<file path="src/rtl/multicycle_alu.sv">
// rtl/multicycle_alu.sv - handshaked four-op ALU with a shift-add multiplier
module multicycle_alu #(
  parameter int Width = 8
) (
  input  logic               CLK,
  input  logic               RST,
  input  logic [Width-1:0]   A,
  input  logic [Width-1:0]   B,
  input  logic [1:0]         Sel,
  input  logic               InValid,
  output logic               InReady,
  output logic [2*Width-1:0] Out,
  output logic               OutValid,
  input  logic               OutReady,
  output logic               Busy
);

  localparam int CW = (Width > 1) ? $clog2(Width) : 1;
  localparam logic [CW-1:0] LAST_STEP = CW'(Width - 1);

  typedef enum logic [1:0] {
    IDLE = 2'd0,
    MUL  = 2'd1,
    DONE = 2'd2
  } state_t;

  state_t             state;
  state_t             state_next;
  logic [2*Width-1:0] acc;
  logic [2*Width-1:0] mcand;
  logic [Width-1:0]   mplier;
  logic [CW-1:0]      cnt;
  logic [2*Width-1:0] out_q;
  logic [2*Width-1:0] acc_step;
  logic [2*Width-1:0] simple_res;
  logic               accept;

  // State register; reset drops any in-flight operation
  always_ff @(posedge CLK or negedge RST) begin
    if (!RST) begin
      state <= IDLE;
    end else begin
      state <= state_next;
    end
  end

  // Next-state and handshake outputs
  always_comb begin
    state_next = state;
    InReady    = 1'b0;
    OutValid   = 1'b0;
    Busy       = 1'b0;
    accept     = 1'b0;
    case (state)
      IDLE: begin
        InReady = 1'b1;
        accept  = InValid;
        if (InValid) begin
          state_next = (Sel == 2'b10) ? MUL : DONE;
        end
      end
      MUL: begin
        Busy = 1'b1;
        // The last partial product lands in Out on this edge
        if (cnt == LAST_STEP) begin
          state_next = DONE;
        end
      end
      DONE: begin
        Busy     = 1'b1;
        OutValid = 1'b1;
        if (OutReady) begin
          state_next = IDLE;
        end
      end
      default: begin
        state_next = IDLE;
      end
    endcase
  end

  // Single-cycle results and the next shift-add accumulator value
  always_comb begin
    acc_step   = mplier[0] ? (acc + mcand) : acc;
    simple_res = '0;
    case (Sel)
      2'b00:   simple_res = {{Width{1'b0}}, A} + {{Width{1'b0}}, B};
      2'b01:   simple_res = {{Width{1'b0}}, A & B};
      2'b11:   simple_res = {{Width{1'b0}}, A} + (2*Width)'(1);
      default: simple_res = '0;
    endcase
  end

  // Datapath: operand capture at accept, one multiplier bit per MUL cycle
  always_ff @(posedge CLK or negedge RST) begin
    if (!RST) begin
      acc    <= '0;
      mcand  <= '0;
      mplier <= '0;
      cnt    <= '0;
      out_q  <= '0;
    end else begin
      if (accept) begin
        if (Sel == 2'b10) begin
          acc    <= '0;
          mcand  <= {{Width{1'b0}}, A};
          mplier <= B;
          cnt    <= '0;
        end else begin
          out_q <= simple_res;
        end
      end else if (state == MUL) begin
        acc    <= acc_step;
        mcand  <= mcand << 1;
        mplier <= mplier >> 1;
        cnt    <= cnt + CW'(1);
        if (cnt == LAST_STEP) begin
          out_q <= acc_step;
        end
      end
    end
  end

  assign Out = out_q;

endmodule

</file>
<file path="config.mk">
export PLATFORM = sky130hd
export DESIGN_NAME = multicycle_alu
export DESIGN_NICKNAME = d
export VERILOG_FILES = /design/src/rtl/multicycle_alu.sv
export SDC_FILE = /design/constraint.sdc
export NUM_CORES = 1
export LEC_CHECK = 0
export CAP_MARGIN = 10
export CORE_AREA = 5 5 125 127
export DETAILED_ROUTE_END_ITERATION = 6
export DIE_AREA = 0 0 130 132
export PLACE_DENSITY = 0.55
export SLEW_MARGIN = 20
export SYNTH_ARGS = -nofsm -noshare
export SYNTH_HDL_FRONTEND = slang
export SYNTH_SLANG_ARGS = --single-unit
</file>
<file path="constraint.sdc">
create_clock -name CLK -period 5.54 [get_ports CLK]
set_input_delay 0.831 -clock CLK [delete_from_list [all_inputs] [get_ports CLK]]
set_output_delay 0.831 -clock CLK [all_outputs]
set_load 0.01 [all_outputs]
</file>
==> results.cfg <==
[pwr]
switching_share_pct = 40.8
switching_power_w = 0.00107
pwr-share-comb_pct = 46.9
power.internal_w = 0.00155
clockPowerShare_pct = 25.3
seq_power_share_pct = 27.8
vdd_ir_drop_max_mv = 0.233
p_total_w = 0.00262
p_leak_nw = 2.20
powerDensity_mw_per_mm2 = 516

[yosys]
postSynthCellCount = 471
seq_area_frac_synth_pct = 36.5
syn-cell-area_mm2 = 0.00418
yosysUniqueCellTypes = 73
synth_fp_nets = 527
yosys_warnings = 0
synth-edff-count = 0
ys_ff_latch = 61
synthArstFlopShare_pct = 100
synth_flop_cell = dfrtp_1
yosys.area.top_type = dfrtp_1
yosys.area.top_type_share_pct = 36.5
syn_avg_cell_area_um2 = 8.87
ys_top_cells_by_area = dfrtp_1, ha_1, nand2_1

[setup_path]
r2r_cells = 7
crit_arrival_ps = 3660
required_ps = 5760
crit_fanout = 34
cp-start-kind = input pin
path_class = input pin to register
critPathCaptureType = register

[timing]
setup_tns_ps = 0
worst_pin_slew_ps = 1080
timing.final.crit_share_pct = 62.0
finClkSkew_ps = 7.42
hold_viol = 0
drv_slew = 0
max_freq_ghz = 0.291
maxSlewHeadroom_pct = 28.0
rsz0062_at_grt = no
post-route-min-period_ps = 3440
finalSetupViolations = 0

[floorplanning]
rows = 44
coreArea_mm2 = 0.0143
initial_core_util_pct = 29.2
dieHeight_um = 132
fp.dieArea_mm2 = 0.0172
io_pins = 41
die_x_um = 130

[cells_and_area]
n_antenna_cell = 0
syn_to_final_growth_pct = 21.4
nets = 560
drive_gt1_share_pct = 8.45

[placement]
numPortBuffers = 40
place_hpwl_um = 8450
gp_congestion = 0.871

[clock_tree]
clk_pin_slew_ps = 50
postCtsResizedCells = 0
cts_root_buf = clkbuf_16
clock_sinks = 61
max-clock-path-buffers = 2
clock_latency_ps = 340
cts_hold_buffers = 0
cts_buffers = 9
h-tree-depth = 3
cts_tree = done
post_cts_buffers = 0

[run]
maxCapViolCount = 0

[global_routing]
grt_pass1_wl_um = 19100
grt_overflow = 0
antenna_found_initial = 0
grt_pass1_vias = 3681
grt_max_degree = 62
track_usage_pct = 14.0

[worst_hold_path]
hold_depth = 2
worstHoldPathType = register to register

[drt]
vias = 3701
drc_errors = 0
wl_per_cell_um = 16.6
dr.first_iter.drc_count = 225
finalWirelength_um = 11500
viasPerCell = 5.34
firstDrtPassIters = 5
postRouteAntennaNets = 0

[run_status]
outcome = completed
==> critical path, cell delays in order <==
cell,delay (ps)
clkdlybuf4s50_1,540
and2_1,870
nand2_1,510
nand2_1,180
buf_4,340
mux2_2,380
==> per-layer routing <==
metal,vias to the layer above,wire (um),global-route usage [%]
li1,1793,-,-
met1,1781,5660,20.2
met2,111,4970,19.7
met3,16,723,4.09
met4,0,178,4.85
met5,-,0,0
==> registers in the layout, indices dropped and copies added (netlist names) <==
register	count
acc	16
mplier	8
state	2
mcand	16
cnt	3
Out	16
==> metrics by stage <==
stage	cells	util, %	cell area, um^2	setup WS [ps]	hold WS [ps]
2_1_floorplan	471	-	4180	2610	463
3_3_place_gp	677	33.0	4720	1830	473
3_5_place_dp	677	33.0	4720	1790	478
4_1_cts	693	35.4	5070	2140	491
5_1_grt	693	35.4	5070	1960	525
6_report	693	35.4	5070	2100	486
==> synth_stat cells (3+ instances only) <==
cell,instances
clkbuf_1,10
o21ai_0,17
nand3b_1,3
a32oi_1,7
buf_2,6
nand2_1,73
buf_1,3
a21oi_1,23
ha_1,32
o221ai_1,3
dfrtp_1,61
nand2b_1,4
nor2_1,35
nor2b_1,9
nor3_1,8
o21ai_1,13
a21o_1,4
xnor2_1,6
nand3_1,23
a31oi_1,20
o21a_1,4
o31ai_1,3
or3_1,5
mux2i_1,7
a22o_1,13
inv_1,17
o21bai_1,4
==> kinds of logic after synthesis <==
| group | after synthesis | share of synthesized area, % |
|---|---|---|
| AOI/OAI and AO/OA | 139 | 24.0 |
| DFF | 61 | 36.5 |
| adders and majority gates | 34 | 10.5 |
| buffers and inverters | 40 | 4.31 |
| xor gates and xnor gates | 8 | 1.68 |
| muxes | 9 | 2.22 |
| and+or+nand+nor | 180 | 20.8 |
==> layout by cell type, fill, tap and decap left out, drive strengths merged, types with 4 or more instances in the layout <==
cell type and count:
nand2 74, dfrtp 61, clkdlybuf4s50 39, nor2 35, ha 32, o21ai 31
a21oi 26, nand3 23, a31oi 20, inv 17, a22o 13, clkbuf 10
nor2b 9, nor3 9, a32oi 7, mux2i 7, xnor2 6, or3 6
buf 6, nand2b 4, a21o 4, o21bai 4, o21a 4
==> power groups by stage <==
stage,clock (W),combinational (W),sequential [W]
floorplan,0,0.000878,0.000704
global placement,0,0.00120,0.000733
global route,0.000690,0.00136,0.000750
finish,0.000663,0.00123,0.000727
detailed placement,0,0.00123,0.000728
CTS,0.000671,0.00123,0.000728
==> layout make-up <==
class                   count  area (um^2)
clock buffers              10          239
clock inverters             6          110
fillers                  1486         9240
inverters                  17         63.8
multi-input cells         370         2470
flip-flops and latches     61         1530
well taps                 184          230
repair buffers             45          433
==> worst paths after layout <==
path                                 startpoint  slack [ps]                  end
setup reg to reg           state[0]$_DFFE_PN0P_        2340   acc[5]$_DFFE_PN0P_
hold reg to reg              Out[3]$_DFFE_PN0P_         490   Out[3]$_DFFE_PN0P_
min in group asynchronous                   RST         650  acc[13]$_DFFE_PN0P_
hold / removal               Out[3]$_DFFE_PN0P_         490   Out[3]$_DFFE_PN0P_
setup / recovery                        InValid        2100   acc[5]$_DFFE_PN0P_
max in group asynchronous                   RST        4360  Out[14]$_DFFE_PN0P_
Note: power is estimated with default switching activity, not from simulation.
